===== src/rtl/crc32_24_stream_if.sv =====
// Streaming interface for the 24-bit-word CRC-32 engine.
// Carries the input word handshake and the per-frame CRC result handshake.
interface crc32_24_stream_if;
    logic        s_valid_i;
    logic        s_ready_o;
    logic [23:0] s_data_i;
    logic        s_last_i;
    logic [1:0]  s_nbytes_i;
    logic        m_valid_o;
    logic        m_ready_i;
    logic [31:0] m_crc_o;

    // Word/CRC producer-consumer side (testbench or surrounding logic).
    modport master (
        output s_valid_i, s_data_i, s_last_i, s_nbytes_i, m_ready_i,
        input  s_ready_o, m_valid_o, m_crc_o
    );

    // CRC engine side.
    modport slave (
        input  s_valid_i, s_data_i, s_last_i, s_nbytes_i, m_ready_i,
        output s_ready_o, m_valid_o, m_crc_o
    );
endinterface


===== src/rtl/crc32_24_stream.sv =====
// Streaming CRC-32 (poly 0x04C11DB7, MSB-first, non-reflected) over 24-bit words.
// Full words advance the CRC in one cycle; a 1- or 2-byte final word is absorbed
// one bit per cycle by a tail shifter. One CRC per frame is presented on a
// valid/ready output and held until taken.
module crc32_24_stream #(
    parameter logic [31:0] INIT   = 32'hFFFFFFFF,
    parameter logic [31:0] XOROUT = 32'hFFFFFFFF
) (
    input  logic              clk_i,
    input  logic              rst_i,
    crc32_24_stream_if.slave  bus
);

    localparam logic [31:0] POLY = 32'h04C11DB7;

    typedef enum logic [1:0] {
        S_ACCUM = 2'd0,
        S_TAIL  = 2'd1,
        S_DONE  = 2'd2
    } state_t;

    // One bit of the CRC register update, first-on-the-wire bit order.
    function automatic logic [31:0] crc32_bit(input logic [31:0] crc, input logic b);
        crc32_bit = {crc[30:0], 1'b0} ^ ((crc[31] ^ b) ? POLY : 32'h0000_0000);
    endfunction

    // Full 24-bit word update: bit 23 enters the register first.
    function automatic logic [31:0] crc32_24(input logic [31:0] crc, input logic [23:0] data);
        logic [31:0] c;
        logic [23:0] d;
        c = crc;
        d = data;
        for (int i = 0; i < 24; i++) begin
            c = crc32_bit(c, d[23]);
            d = {d[22:0], 1'b0};
        end
        crc32_24 = c;
    endfunction

    state_t      r_state;
    state_t      w_state_nx;
    logic [31:0] r_crc;
    logic [31:0] w_crc_nx;
    logic [23:0] r_shift;
    logic [23:0] w_shift_nx;
    logic [4:0]  r_cnt;
    logic [4:0]  w_cnt_nx;
    logic [31:0] r_crc_out;
    logic [31:0] w_crc_out_nx;
    logic        r_valid;

    logic [31:0] w_word_crc;
    logic [31:0] w_bit_crc;
    logic        w_partial;
    logic [4:0]  w_tail_cnt;

    assign w_word_crc = crc32_24(r_crc, bus.s_data_i);
    assign w_bit_crc  = crc32_bit(r_crc, r_shift[23]);
    assign w_partial  = (bus.s_nbytes_i == 2'd1) || (bus.s_nbytes_i == 2'd2);
    assign w_tail_cnt = (bus.s_nbytes_i == 2'd1) ? 5'd8 : 5'd16;

    // Ready depends only on the state register and the reset input.
    assign bus.s_ready_o = (r_state == S_ACCUM) && !rst_i;
    assign bus.m_valid_o = r_valid;
    assign bus.m_crc_o   = r_crc_out;

    // Next-state and datapath decisions; everything holds unless a rule moves it.
    always_comb begin
        w_state_nx   = r_state;
        w_crc_nx     = r_crc;
        w_shift_nx   = r_shift;
        w_cnt_nx     = r_cnt;
        w_crc_out_nx = r_crc_out;
        case (r_state)
            S_ACCUM: begin
                if (bus.s_valid_i) begin
                    if (!bus.s_last_i) begin
                        w_crc_nx = w_word_crc;
                    end else if (w_partial) begin
                        // Partial last word: CRC untouched now, bits go serially.
                        w_shift_nx = bus.s_data_i;
                        w_cnt_nx   = w_tail_cnt;
                        w_state_nx = S_TAIL;
                    end else begin
                        w_crc_nx     = w_word_crc;
                        w_crc_out_nx = w_word_crc ^ XOROUT;
                        w_state_nx   = S_DONE;
                    end
                end else begin
                    w_state_nx = S_ACCUM;
                end
            end
            S_TAIL: begin
                w_crc_nx   = w_bit_crc;
                w_shift_nx = {r_shift[22:0], 1'b0};
                w_cnt_nx   = r_cnt - 5'd1;
                if (r_cnt <= 5'd1) begin
                    w_cnt_nx     = 5'd0;
                    w_crc_out_nx = w_bit_crc ^ XOROUT;
                    w_state_nx   = S_DONE;
                end else begin
                    w_state_nx = S_TAIL;
                end
            end
            S_DONE: begin
                if (bus.m_ready_i) begin
                    w_crc_nx     = INIT;
                    w_crc_out_nx = INIT ^ XOROUT;
                    w_state_nx   = S_ACCUM;
                end else begin
                    w_state_nx = S_DONE;
                end
            end
            default: begin
                w_state_nx   = S_ACCUM;
                w_crc_nx     = INIT;
                w_shift_nx   = 24'h00_0000;
                w_cnt_nx     = 5'd0;
                w_crc_out_nx = INIT ^ XOROUT;
            end
        endcase
    end

    // State, CRC, tail shifter and output registers; reset discards any frame.
    always_ff @(posedge clk_i) begin
        if (rst_i) begin
            r_state   <= S_ACCUM;
            r_crc     <= INIT;
            r_shift   <= 24'h00_0000;
            r_cnt     <= 5'd0;
            r_crc_out <= INIT ^ XOROUT;
            r_valid   <= 1'b0;
        end else begin
            r_state   <= w_state_nx;
            r_crc     <= w_crc_nx;
            r_shift   <= w_shift_nx;
            r_cnt     <= w_cnt_nx;
            r_crc_out <= w_crc_out_nx;
            r_valid   <= (w_state_nx == S_DONE);
        end
    end

endmodule


===== src/flat_wrapper.sv =====
// flat-port wrapper written by rule: the top's interface ports become plain ports
module crc32_24_stream_flat 
#(
    parameter logic [31:0] INIT   = 32'hFFFFFFFF,
    parameter logic [31:0] XOROUT = 32'hFFFFFFFF
)
  (clk_i, rst_i, bus_s_valid_i, bus_s_data_i, bus_s_last_i, bus_s_nbytes_i, bus_m_ready_i, bus_s_ready_o, bus_m_valid_o, bus_m_crc_o);
  crc32_24_stream_if bus_i ();
  input  logic clk_i;
  input  logic rst_i;
  input wire logic [$bits(bus_i.s_valid_i)-1:0] bus_s_valid_i;
  input wire logic [$bits(bus_i.s_data_i)-1:0] bus_s_data_i;
  input wire logic [$bits(bus_i.s_last_i)-1:0] bus_s_last_i;
  input wire logic [$bits(bus_i.s_nbytes_i)-1:0] bus_s_nbytes_i;
  input wire logic [$bits(bus_i.m_ready_i)-1:0] bus_m_ready_i;
  output wire logic [$bits(bus_i.s_ready_o)-1:0] bus_s_ready_o;
  output wire logic [$bits(bus_i.m_valid_o)-1:0] bus_m_valid_o;
  output wire logic [$bits(bus_i.m_crc_o)-1:0] bus_m_crc_o;
  assign bus_i.s_valid_i = bus_s_valid_i;
  assign bus_i.s_data_i = bus_s_data_i;
  assign bus_i.s_last_i = bus_s_last_i;
  assign bus_i.s_nbytes_i = bus_s_nbytes_i;
  assign bus_i.m_ready_i = bus_m_ready_i;
  assign bus_s_ready_o = bus_i.s_ready_o;
  assign bus_m_valid_o = bus_i.m_valid_o;
  assign bus_m_crc_o = bus_i.m_crc_o;
  crc32_24_stream #(.INIT(INIT), .XOROUT(XOROUT)) u_core (.clk_i(clk_i), .rst_i(rst_i), .bus(bus_i));
endmodule

===== config.mk =====
export PLATFORM = sky130hd
export DESIGN_NAME = crc32_24_stream_flat
export DESIGN_NICKNAME = d
export VERILOG_FILES = /design/src/rtl/crc32_24_stream_if.sv /design/src/rtl/crc32_24_stream.sv /design/src/flat_wrapper.sv
export SDC_FILE = /design/constraint.sdc
export NUM_CORES = 1
export LEC_CHECK = 0
export CAP_MARGIN = 30
export CORE_ASPECT_RATIO = 1.2
export CORE_MARGIN = 8
export CORE_UTILIZATION = 58
export DETAILED_ROUTE_END_ITERATION = 16
export GPL_ROUTABILITY_DRIVEN = 0
export PLACE_DENSITY = 0.81
export SETUP_SLACK_MARGIN = 0.15
export SLEW_MARGIN = 30
export SYNTH_ARGS = -nofsm -noshare
export SYNTH_HDL_FRONTEND = slang
export SYNTH_SLANG_ARGS = --single-unit

===== constraint.sdc =====
create_clock -name clk_i -period 4.5 [get_ports clk_i]
set_input_delay 0.45 -clock clk_i [delete_from_list [all_inputs] [get_ports clk_i]]
set_output_delay 0.45 -clock clk_i [all_outputs]
set_load 0.01 [all_outputs]

==> summary by stage, run 1 <==
Synth
The share of the yosys chip area belonging to registers is 28.6%. Yosys instantiated no cell more often than sky130_fd_sc_hd__xnor2_1. The library cell with the largest summed area after synthesis is sky130_fd_sc_hd__dfxtp_1.

Ranked by instance count, the synthesized netlist is headed by sky130_fd_sc_hd__xnor2_1, sky130_fd_sc_hd__dfxtp_1, sky130_fd_sc_hd__nor2_1, sky130_fd_sc_hd__a21oi_1, sky130_fd_sc_hd__nor3_1. In the synthesized netlist the dominant register cell turns out to be sky130_fd_sc_hd__dfxtp_1. Dividing the synthesized area by the synthesized cell count gives 9.31 um^2. Yosys printed 0 warnings. In the post-synthesis netlist, the biggest area contributors are sky130_fd_sc_hd__dfxtp_1, sky130_fd_sc_hd__xnor2_1, sky130_fd_sc_hd__xnor3_1, sky130_fd_sc_hd__nor2_1, sky130_fd_sc_hd__a21oi_1.

The share of synthesized registers carrying an async set or reset is 0%. The instance count of the mapped netlist is 722. The number of nets in the synthesized netlist is 756. Counting flops with a built-in enable in the synthesized netlist gives 0.

Synthesis inferred 96 register bits. The synthesized netlist occupies a cell area of 6730 um^2. The synthesized design devotes to its leading area cell type 28.6% of total area. In this run, distinct cell masters in the synthesized netlist total 56.

Placed design
During placement, the flow inserted port buffers numbering 64. The detailed placer's ending HPWL is 14100 um.

Global route
Global routing used 25.5% of the available tracks across all layers. The leftover overflow at the end of global routing is 0. The maximum number of pins on one net before global-route repair is 64. The number of antenna violations at the first check in global routing is 0. The global-route wire length before repair is 30300 um.

The number of global-route vias before repair is 5707.

Worst hold path
The startpoint identified for the worst hold timing path is u_core.bus.m_crc_o[1]$_SDFFE_PP0P_. For hold timing, the worst endpoint is u_core.bus.m_crc_o[1]$_SDFFE_PP0P_. The worst hold path depth is 2. The path class of the lowest-slack min-delay path is reg -> reg.

Detailed routing
Summing over every cut layer, the via total after detailed routing is 5636. The total length of routed met3 wires is 1620 um. The uppermost signal routing layer after detailed routing is met4. Wire segments on met2 add up to 9310 um in the final route. The detail-routed net length per standard cell is 20.7 um. In the routed design, unresolved DRC markers number 0.

The count of nets left with antenna violations once routing finished came out at 0. The routed metal-1 wirelength is 7530 um. For this block, the routed nets add up to 19300 um of wire. Before antenna repair, the detailed router went through 5 iterations. Dividing the detail-routed via count by the number of cells gives 6.03. The starting DRC count in detailed routing is 452.

Setup path
The kind of cell adding the most delay to the critical path is XOR/XNOR gates. Setup slack on the worst reg-to-reg path comes out at 0.79 ns. The number of buffers and inverters on the critical path is 1. Data arrives at the worst endpoint at 4.17 ns. For the worst setup path, the data required time is 4.74 ns. The maximum net fanout on the critical path is 5. The critical register-to-register path startpoint is u_core.r_crc[23]$_SDFFE_PP1P_.

In this run the critical register-to-register path is captured at u_core.r_crc[1]$_SDFFE_PP1P_. The signal on the critical path passes through clkdlybuf4s50_1 -> xnor2_2 -> xnor3_1 -> xnor3_1 -> xnor2_1 -> xnor3_1 -> nor2_1 -> a211oi_1 -> a21oi_1 -> or2_2. On the worst path, the slowest cell contributes a delay of 0.56 ns. The nature of the critical path endpoint is a register. The largest individual stage delay along the critical path comes from the cell sky130_fd_sc_hd__xnor3_1. The most prevalent standard cell on the critical path is sky130_fd_sc_hd__xnor3_1. For the worst flop-to-flop path, the logic depth is 9. The startpoint kind of the worst setup timing path is a primary input. The critical path is of the in -> reg type.

STA
The final count of hold timing violations is 0. The slew of the pin with the lowest slew margin is 0.880 ns. The final count of pins violating max slew is 0. Setup violations remaining at the end of the flow were counted as 0. The normalized max-slew margin is 41.2%.

The post-route fraction of the period consumed by the critical path is 87.3%. The final setup skew is 0.00714 ns. Setup repair after global routing left no endpoint under its margin.

The clock period could shrink to 3.93 ns. Setup total negative slack on the finished layout was measured at 0 ns. The achievable frequency is 255 MHz.

CTS
The clock passes through at most 2 buffers. The clock insertion delay at the later pin of the skew report is 0.36 ns. The number of gates resized after CTS was 0. For this design, the sink count on the clock tree is 96. Once the clock tree was built, the setup fixing pass inserted 0 buffers.

The number of H-tree levels is 3. The TritonCTS clock tree is built. The number of buffers inserted for hold repair after clock tree synthesis is 0.

The number of buffers inserted during clock tree synthesis is 9. Clock-pin slew was measured on the worst setup and hold paths at 0.06 ns. Clock tree synthesis selected as its root buffer the cell sky130_fd_sc_hd__clkbuf_16.

Job
Max-cap violations in this run came to 0.

Run status
The flow ran to the end, and the final reports show no timing, DRC or antenna violations.

Floorplan
The number of standard-cell rows in the floorplan is 43. The standard cell core area is 11500 um^2. The floorplan step set the die height to 134 um. Once the floorplan was initialized, standard cells occupied 58.7% of the core. The floorplan step defined a die boundary enclosing 15300 um^2. The overall die width is 114 um. The count of boundary I/O pins is 65.

Cells and area
The antenna diode count is 0. From synthesis to final layout, the design area changed by 17.2%. The final layout contains 808 nets. The fraction of layout instances using a drive strength above 1 is 10.4%.
## registers in the layout, summed over array words and instances, names as in the netlist
register / cells
u_core.r_state: 2
u_core.bus.m_crc_o: 32
u_core.bus.m_valid_o: 1
u_core.r_shift: 24
u_core.r_crc: 32
u_core.r_cnt: 5
## layer usage
| layer | vias to the layer above | GRT usage [%] |
|---|---|---|
| li1 | 2564 | - |
| met1 | 2698 | 30.6 |
| met2 | 306 | 42.3 |
| met3 | 68 | 4.81 |
| met4 | 0 | 13.3 |
| met5 | - | 0 |
## worst max path at each step
stage,startpoint,endpoint,slack [ns],cells past startpoint
2_1_floorplan,bus_s_data_i[21],u_core.r_crc[25]$_SDFFE_PP1P_,1.24,9
3_3_place_gp,bus_s_data_i[15],u_core.bus.m_crc_o[23]$_SDFFE_PP0P_,0.30,10
3_5_place_dp,bus_s_data_i[15],u_core.r_crc[10]$_SDFFE_PP1P_,0.27,10
4_1_cts,bus_s_data_i[15],u_core.r_crc[10]$_SDFFE_PP1P_,0.63,10
5_1_grt,bus_s_data_i[23],u_core.r_crc[20]$_SDFFE_PP1P_,0.44,11
6_report,bus_s_data_i[15],u_core.r_crc[1]$_SDFFE_PP1P_,0.57,10
## kinds of logic after synthesis
logic type                 after synthesis  synth area share (%)
DFF                                     96                  28.6
adders and majority gates                3                 0.558
and+or+nand+nor                        200                  13.2
muxes                                   29                  4.32
AOI/OAI and AO/OA                      137                  12.4
xor gates and xnor gates               211                  38.3
buffers and inverters                   46                  2.62
## metrics by stage
stage,instances,hold slack (ns),area [um^2],setup slack [ns],util (%)
after floorplan,722,0.457,6730,1.24,-
after global placement,918,0.447,7550,0.298,65.9
after detailed placement,918,0.448,7550,0.269,65.9
after CTS,933,0.462,7830,0.628,68.3
after global routing,935,0.473,7880,0.435,68.8
final,935,0.461,7880,0.572,68.8
## final cells by class
type | instances | area, um^2
Inverter | 4 | 15.0
Timing Repair Buffer | 83 | 806
Fill cell | 882 | 3580
Tap cell | 157 | 196
Multi-Input combinational cell | 580 | 4660
Sequential cell | 96 | 1920
Clock inverter | 4 | 37.5
Clock buffer | 11 | 243
## cells in the final DEF (no fill, tap or decap), types with 3 or more instances in the layout
| cell | netlist | final |
|---|---|---|
| sky130_fd_sc_hd__xnor2_4 | 3 | 3 |
| sky130_fd_sc_hd__xor2_2 | 4 | 4 |
| sky130_fd_sc_hd__inv_1 | 4 | 4 |
| sky130_fd_sc_hd__buf_4 | 1 | 17 |
| sky130_fd_sc_hd__a22oi_1 | 4 | 4 |
| sky130_fd_sc_hd__nand2b_1 | 11 | 11 |
| sky130_fd_sc_hd__xnor3_2 | 9 | 9 |
| sky130_fd_sc_hd__a211oi_1 | 8 | 7 |
| sky130_fd_sc_hd__a31oi_1 | 4 | 4 |
| sky130_fd_sc_hd__xnor2_1 | 126 | 126 |
| sky130_fd_sc_hd__ha_1 | 3 | 3 |
| sky130_fd_sc_hd__xnor3_1 | 22 | 22 |
| sky130_fd_sc_hd__clkdlybuf4s50_1 | 0 | 63 |
| sky130_fd_sc_hd__nor3_1 | 37 | 37 |
| sky130_fd_sc_hd__mux2i_1 | 29 | 29 |
| sky130_fd_sc_hd__a21o_1 | 3 | 3 |
| sky130_fd_sc_hd__xor2_1 | 29 | 29 |
| sky130_fd_sc_hd__dfxtp_1 | 96 | 94 |
| sky130_fd_sc_hd__clkbuf_16 | 0 | 9 |
| sky130_fd_sc_hd__xnor2_2 | 11 | 11 |
| sky130_fd_sc_hd__or3_1 | 5 | 5 |
| sky130_fd_sc_hd__nor2_1 | 91 | 90 |
| sky130_fd_sc_hd__o21bai_1 | 3 | 3 |
| sky130_fd_sc_hd__nand2_1 | 36 | 36 |
| sky130_fd_sc_hd__a21oi_1 | 66 | 66 |
| sky130_fd_sc_hd__o22ai_1 | 11 | 10 |
| sky130_fd_sc_hd__o21ai_0 | 16 | 16 |
| sky130_fd_sc_hd__nand3_1 | 5 | 5 |
| sky130_fd_sc_hd__a221o_1 | 3 | 3 |
| sky130_fd_sc_hd__or2_2 | 6 | 6 |
| sky130_fd_sc_hd__nor2b_1 | 3 | 3 |
## worst reg2reg max path: cells and delay by family, from the launching register on
family | cells | cell delay (ns)
AOI/OAI and AO/OA | 2 | 0.42
xor gates and xnor gates | 5 | 2.48
DFF | 1 | 0.35
and+or+nand+nor | 2 | 0.35
Power of run 1 is not shown: default switching activity piles up to over one toggle a cycle in this logic, so the estimate is an artifact.
==> inputs of run 2 (changes only) <==
--- a/config.mk
+++ b/config.mk
@@ -5,9 +5,9 @@
 export SDC_FILE = /design/constraint.sdc
 export NUM_CORES = 1
 export LEC_CHECK = 0
-export CAP_MARGIN = 30
+export CAP_MARGIN = 20
 export CORE_ASPECT_RATIO = 1.2
-export CORE_MARGIN = 8
+export CORE_MARGIN = 2
 export CORE_UTILIZATION = 58
 export DETAILED_ROUTE_END_ITERATION = 16
 export GPL_ROUTABILITY_DRIVEN = 0
==> run 2 against run 1 <==
  * Sequential share of layout area hardly changed
  * Non-clock buffer count is 1 lower
  * Global-route usage is 5.7 points higher
  * Utilization up 0.076 points
  * Count of clock-buffer cells in the layout down 1
  * Highest routed layer unchanged
  * Critical path depth is the same
  * Via count decreased by 1.6%
  * Worst hold slack better by 0.0054 ns
  * Sequential cell count did not move
  * First-iteration DRC count grew 19%
  * Wire length is 2.2% lower
==> summary by stage, run 2 (synthesized netlist as in run 1, its figures left out) <==
Run status
The flow ran to the end, and the final reports show no timing, DRC or antenna violations.

Setup path
STA puts the critical path data arrival time at 4.25 ns. STA classifies the critical path endpoint as a register. The class of the most critical setup path is in -> reg. The reg2reg setup slack is 0.75 ns.

The critical register-to-register path startpoint is u_core.r_crc[28]$_SDFFE_PP1P_. Of all nets on the critical path, the largest fanout is 7. STA puts the critical path data required time at 4.75 ns. The cell count of the worst reg-to-reg path is 9. STA classifies the critical path startpoint as a primary input. The endpoint of the most critical register-to-register path is u_core.r_crc[20]$_SDFFE_PP1P_.

CTS
The number of gates resized after CTS was 0. After clock tree synthesis, the setup repair step added 0 buffers. Buffers inserted during clock tree synthesis total 9.

The clock insertion delay at the later pin of the skew report is 0.36 ns. The number of buffers inserted for hold repair after clock tree synthesis is 0. CTS placed an instance of sky130_fd_sc_hd__clkbuf_16 at the clock tree root. The maximum number of buffers from clock root to sink is 2. The clock transition at the registers of the reported paths is 0.07 ns.

The CTS sink count is 96. The TritonCTS clock tree is built. The number of H-tree levels is 3.

Worst hold path
The worst hold path begins at u_core.bus.m_crc_o[29]$_SDFFE_PP0P_. The worst hold path depth is 2. For hold timing, the worst endpoint is u_core.bus.m_crc_o[29]$_SDFFE_PP0P_.

The path class of the lowest-slack min-delay path is reg -> reg.

Cells and area
In the final layout, the share of cells above drive strength 1 is 10.4%. The area growth from synthesis to layout is 17.3%. Leaving out fill and tap cells, the most frequent cells in the layout are sky130_fd_sc_hd__xnor2_1, sky130_fd_sc_hd__dfxtp_1, sky130_fd_sc_hd__nor2_1. The most common cell after layout, fill and taps aside is sky130_fd_sc_hd__xnor2_1. Fill cells in the final layout number 881. The fraction of the core area covered by cells at the end of the flow is 68.9%. The total number of nets in the final design is 807. The antenna diode count is 0.

Detailed routing
In the routed design, unresolved DRC markers number 0. The detail-routed net length per standard cell is 20.2 um. The number of vias per cell after detailed routing is 5.93. For this block, the via count after detailed routing is 5546.

The first routing iteration left 539 violations. For this run, the detailed router's first-pass iteration total came to 5. The final layout contains routed wiring with a total length of 18900 um. The count of nets left with antenna violations once routing finished came out at 0.

STA
The final count of hold timing violations is 0. Setup violations remaining at the end of the flow were counted as 0. The slew of the pin with the lowest slew margin is 0.835 ns. The final period demand of the worst path is 4.00 ns. After layout, the worst path uses 89.0% of the clock period. The final setup skew is 0.00864 ns.

Setup repair after global routing left no endpoint under its margin. Timing would allow up to 250 MHz. Setup total negative slack on the finished layout was measured at 0 ns.

The final count of pins violating max slew is 0. The normalized max-slew margin is 44.4%.

Floorplan
The overall die width is 102 um. For this configuration, the core starts out at a cell density of 58.7%. The floorplan die area is 12500 um^2. In this run the count of I/O pins placed on the die edge is 65.

The region available for standard cell placement spans 11500 um^2. In this run the vertical extent of the chip is 122 um. The number of standard-cell rows in the floorplan is 43.

Placed design
Once detailed placement completed, the half-perimeter wirelength came to 13800 um. The number of buffer cells added on primary ports is 64.

Global route
The leftover overflow at the end of global routing is 0. Entering global routing, the biggest net connects 53 pins. The global-route usage over all layers is 31.2%. The number of global-route vias before repair is 5490. The number of antenna violations at the first check in global routing is 0. The global-route wire length before repair is 29300 um.

Job
Max-cap violations in this run came to 0.
## run 2: layer usage
metal	wire, um	part of all wire, %	vias up	track usage, %
li1	-	-	2561	-
met1	7600	40	2671	39.6
met2	9280	49	264	51.6
met3	1400	7.4	50	6.88
met4	637	3.4	0	12.0
met5	0	0	-	0
## run 2: final cells by class
cell class | count | area (um^2) | share of cell area [%]
multi-input combinational | 580 | 4660 | 59.1
sequential | 96 | 1930 | 24.4
timing repair buffer | 82 | 795 | 10.1
clock buffer | 10 | 229 | 2.90
tap | 157 | 196 | 2.49
clock inverter | 6 | 68.8 | 0.872
inverter | 4 | 15.0 | 0.190
## run 2: worst max-delay path by stage
stage,startpoint,end,slack [ns],depth (start not counted)
final,bus_s_data_i[16],u_core.r_crc[20]$_SDFFE_PP1P_,0.50,10
after global routing,bus_s_data_i[21],u_core.r_crc[25]$_SDFFE_PP1P_,0.34,10
after CTS,bus_s_data_i[16],u_core.r_crc[20]$_SDFFE_PP1P_,0.55,10
after detailed placement,bus_s_data_i[16],u_core.r_crc[20]$_SDFFE_PP1P_,0.22,10
after global placement,bus_s_data_i[15],u_core.bus.m_crc_o[23]$_SDFFE_PP0P_,0.31,10
after floorplan,bus_s_data_i[21],u_core.r_crc[25]$_SDFFE_PP1P_,1.24,9
## run 2: critical path: stages
cell and delay (ns):
sky130_fd_sc_hd__clkdlybuf4s50_1 0.49, sky130_fd_sc_hd__xnor2_1 0.57, sky130_fd_sc_hd__xnor2_2 0.39, sky130_fd_sc_hd__xnor2_4 0.42, sky130_fd_sc_hd__xor3_4 0.59, sky130_fd_sc_hd__xnor2_1 0.35, sky130_fd_sc_hd__xnor3_1 0.45, sky130_fd_sc_hd__mux2i_1 0.23
sky130_fd_sc_hd__a21oi_1 0.10, sky130_fd_sc_hd__or2_1 0.21
## run 2: through the flow
| step | worst slack [ns] | instances | hold WS (ns) | cell area [um^2] |
|---|---|---|---|---|
| final | 0.496 | 935 | 0.467 | 7890 |
| after global routing | 0.344 | 935 | 0.482 | 7890 |
| after CTS | 0.554 | 933 | 0.468 | 7840 |
| after detailed placement | 0.222 | 917 | 0.454 | 7540 |
| after global placement | 0.308 | 917 | 0.447 | 7540 |
| after floorplan | 1.24 | 722 | 0.457 | 6730 |
Power of run 2 is left out for the same reason.
==> inputs of run 3 (changes only) <==
--- a/config.mk
+++ b/config.mk
@@ -10,7 +10,7 @@
 export CORE_MARGIN = 2
 export CORE_UTILIZATION = 58
 export DETAILED_ROUTE_END_ITERATION = 16
-export GPL_ROUTABILITY_DRIVEN = 0
+export GPL_ROUTABILITY_DRIVEN = 1
 export PLACE_DENSITY = 0.81
 export SETUP_SLACK_MARGIN = 0.15
 export SLEW_MARGIN = 30
==> run 3 against run 2 <==
  * Critical path depth did not move
  * Non-clock buffer count rose by 3
  * Global-route usage rose by 0.93 points
  * Worst setup slack improved by 0.084 ns
  * Wire length rose by 2.9%
  * Design area rose by 0.25%
  * Worst hold slack got worse by 0.0061 ns
  * Sequential cell count did not move
  * Critical path type unchanged
  * Highest routed layer unchanged
==> summary by stage, run 3 (synthesized netlist as in run 1, its figures left out) <==
Run status
The run finished with clean final reports.

Worst hold path
The worst hold path depth is 2. In this run the most critical hold path is launched from u_core.bus.m_crc_o[24]$_SDFFE_PP0P_. The path class of the tightest hold or removal check is reg -> reg. The sink of the worst hold path is u_core.bus.m_crc_o[24]$_SDFFE_PP0P_.

Cells and area
In the layout the commonest cells are sky130_fd_sc_hd__xnor2_1, sky130_fd_sc_hd__dfxtp_1, sky130_fd_sc_hd__nor2_1. Leaving out fill and tap cells, the most frequent cell in the layout is sky130_fd_sc_hd__xnor2_1. Once layout is done, the placed cells without fillers occupy 7910 um^2. The fraction of layout instances using a drive strength above 1 is 10.8%. The total number of nets in the final design is 810. The post-synthesis to final-layout area growth is 17.6%. The filler cells instantiated in the layout total 905. The repair_antennas step left the layout with diodes totalling 0.

Setup path
The nature of the critical path endpoint is a register. The reg2reg setup slack is 0.79 ns. The arrival time of the worst setup path is 4.21 ns. Traced cell by cell, the critical path runs through clkdlybuf4s50_1 -> xnor2_2 -> xnor3_2 -> xnor3_2 -> xor2_2 -> xnor3_1 -> xnor2_1 -> nor2_1 -> or3_1 -> nand3_1. The number of buffers and inverters on the critical path is 1. In this run the critical register-to-register path is captured at u_core.r_crc[15]$_SDFFE_PP1P_. Tracing the worst setup path back leads to its startpoint at bus_s_data_i[18]. The worst endpoint required time is 4.79 ns. The worst register-to-register path begins at u_core.r_crc[26]$_SDFFE_PP1P_.

The peak per-stage delay on the critical path is 0.62 ns. For this design, the slowest cell found on the critical path is sky130_fd_sc_hd__xnor3_2. Along the worst path, the maximum fanout reaches 7. On the critical path the largest part of the delay comes from XOR/XNOR gates. The startpoint kind of the worst setup timing path is a primary input. The number of cells on the worst reg-to-reg path is 9. The critical path in this run is classified as in -> reg.

The most prevalent standard cell on the critical path is sky130_fd_sc_hd__xnor3_2.

Placed design
Summed over all nets, the half-perimeter wirelength after detailed placement is 14600 um. Timing analysis after detailed placement gives a worst setup slack of 0.321 ns. After detailed placement, the total cell area comes to 7570 um^2. The congestion estimate from routability-driven global placement came to 1.03. Port buffering added 64 buffers.

Floorplan
The starting density of the core is 58.7%. The overall die width is 102 um. The floorplan die area is 12500 um^2.

In this run the standard cell core region covers 11500 um^2. The floorplan has 43 rows. The die is 122 um tall. Pin placement for this block handled 65 I/O pins.

CTS
The number of buffers inserted during clock tree synthesis is 9. The clock transition at the registers of the reported paths is 0.07 ns. The clock insertion delay at the later pin of the skew report is 0.35 ns. In this run, post-CTS hold repair placed 0 buffers.

No sink is reached through more buffers than the 2 on the longest clock path. In this run the clock root is driven by a sky130_fd_sc_hd__clkbuf_16. Once the clock tree was built, the setup fixing pass inserted 0 buffers. The number of H-tree levels is 3.

The TritonCTS clock tree is built. The CTS sink count is 96. The number of gates resized after cts is 0.

STA
The count of endpoints failing setup in the final report is 0. The final count of hold timing violations is 0. The post-route fraction of the period consumed by the critical path is 87.1%. The slew of the pin with the lowest slew margin is 0.937 ns. The final setup slack of the worst path is 0.579 ns. The final count of pins violating max slew is 0. Based on the critical path, the design can be clocked at up to 255 MHz. The final period demand of the worst path is 3.92 ns.

The normalized max-slew margin is 37.6%. The final-layout setup total negative slack is 0 ns. The final setup skew is 0.00790 ns. Setup repair after global routing left no endpoint under its margin.

Detailed routing
For this run, the detailed router's first-pass iteration total came to 5. The post-route DRC violation count is 0. The final layout contains routed wiring with a total length of 19500 um. For this block, wires on met1 add up to 8150 um. In the final routed layout, each cell accounts on average for 20.8 um. The wire length on met2 is 9490 um. The total length of routed met3 wires is 1280 um. The uppermost signal routing layer after detailed routing is met4.

The number of vias per cell after detailed routing is 5.89. The total number of vias is 5523. The number of nets still failing antenna checks after routing is 0. For this block, the initial DRC count from the detailed router was 460.

Global route
Entering global routing, the biggest net connects 54 pins. The global-route usage over all layers is 32.1%. The global-route wire length before repair is 29800 um. The number of global-route vias before repair came to 5335. Global routing finished with a remaining overflow of 0. The number of antenna violations at the first check in global routing was 0.

Job
The max capacitance violation total is 0.
[run 3: worst max-delay path by stage]
stage                                    endpoint  cells past startpoint  slack (ns)
CTS                 u_core.r_crc[15]$_SDFFE_PP1P_                     10        0.65
global route         u_core.r_crc[1]$_SDFFE_PP1P_                     10        0.40
floorplan           u_core.r_crc[25]$_SDFFE_PP1P_                      9        1.24
detailed placement  u_core.r_crc[15]$_SDFFE_PP1P_                     10        0.32
finish              u_core.r_crc[15]$_SDFFE_PP1P_                     10        0.58
global placement    u_core.r_crc[15]$_SDFFE_PP1P_                     10        0.33
[run 3: tightest hold or removal path: stages, from the launching register on]
cell and delay [ns]:
sky130_fd_sc_hd__dfxtp_1 0.31, sky130_fd_sc_hd__nand2_1 0.05, sky130_fd_sc_hd__a21oi_1 0.05
[run 3: per-layer routing]
metal	GRT usage [%]	vias up
met5	0	-
met4	10.1	0
met3	4.42	45
met2	53.1	260
met1	43.5	2647
li1	-	2571
[run 3: cell type report]
type / count / area [um^2] / share of cell area (%)
Clock buffer: 10 / 239 / 3.02
Timing Repair Buffer: 85 / 817 / 10.3
Clock inverter: 5 / 56.3 / 0.712
Inverter: 4 / 15.0 / 0.190
Sequential cell: 96 / 1930 / 24.4
Tap cell: 157 / 196 / 2.48
Multi-Input combinational cell: 580 / 4660 / 58.9
[run 3: metrics by stage]
stage | hold slack, ns | cells | utilization, %
after floorplan | 0.457 | 722 | -
after global placement | 0.442 | 920 | 66.0
after detailed placement | 0.444 | 920 | 66.0
after CTS | 0.460 | 935 | 68.6
after global routing | 0.479 | 937 | 69.0
final | 0.460 | 937 | 69.0
Power of run 3 is left out for the same reason.
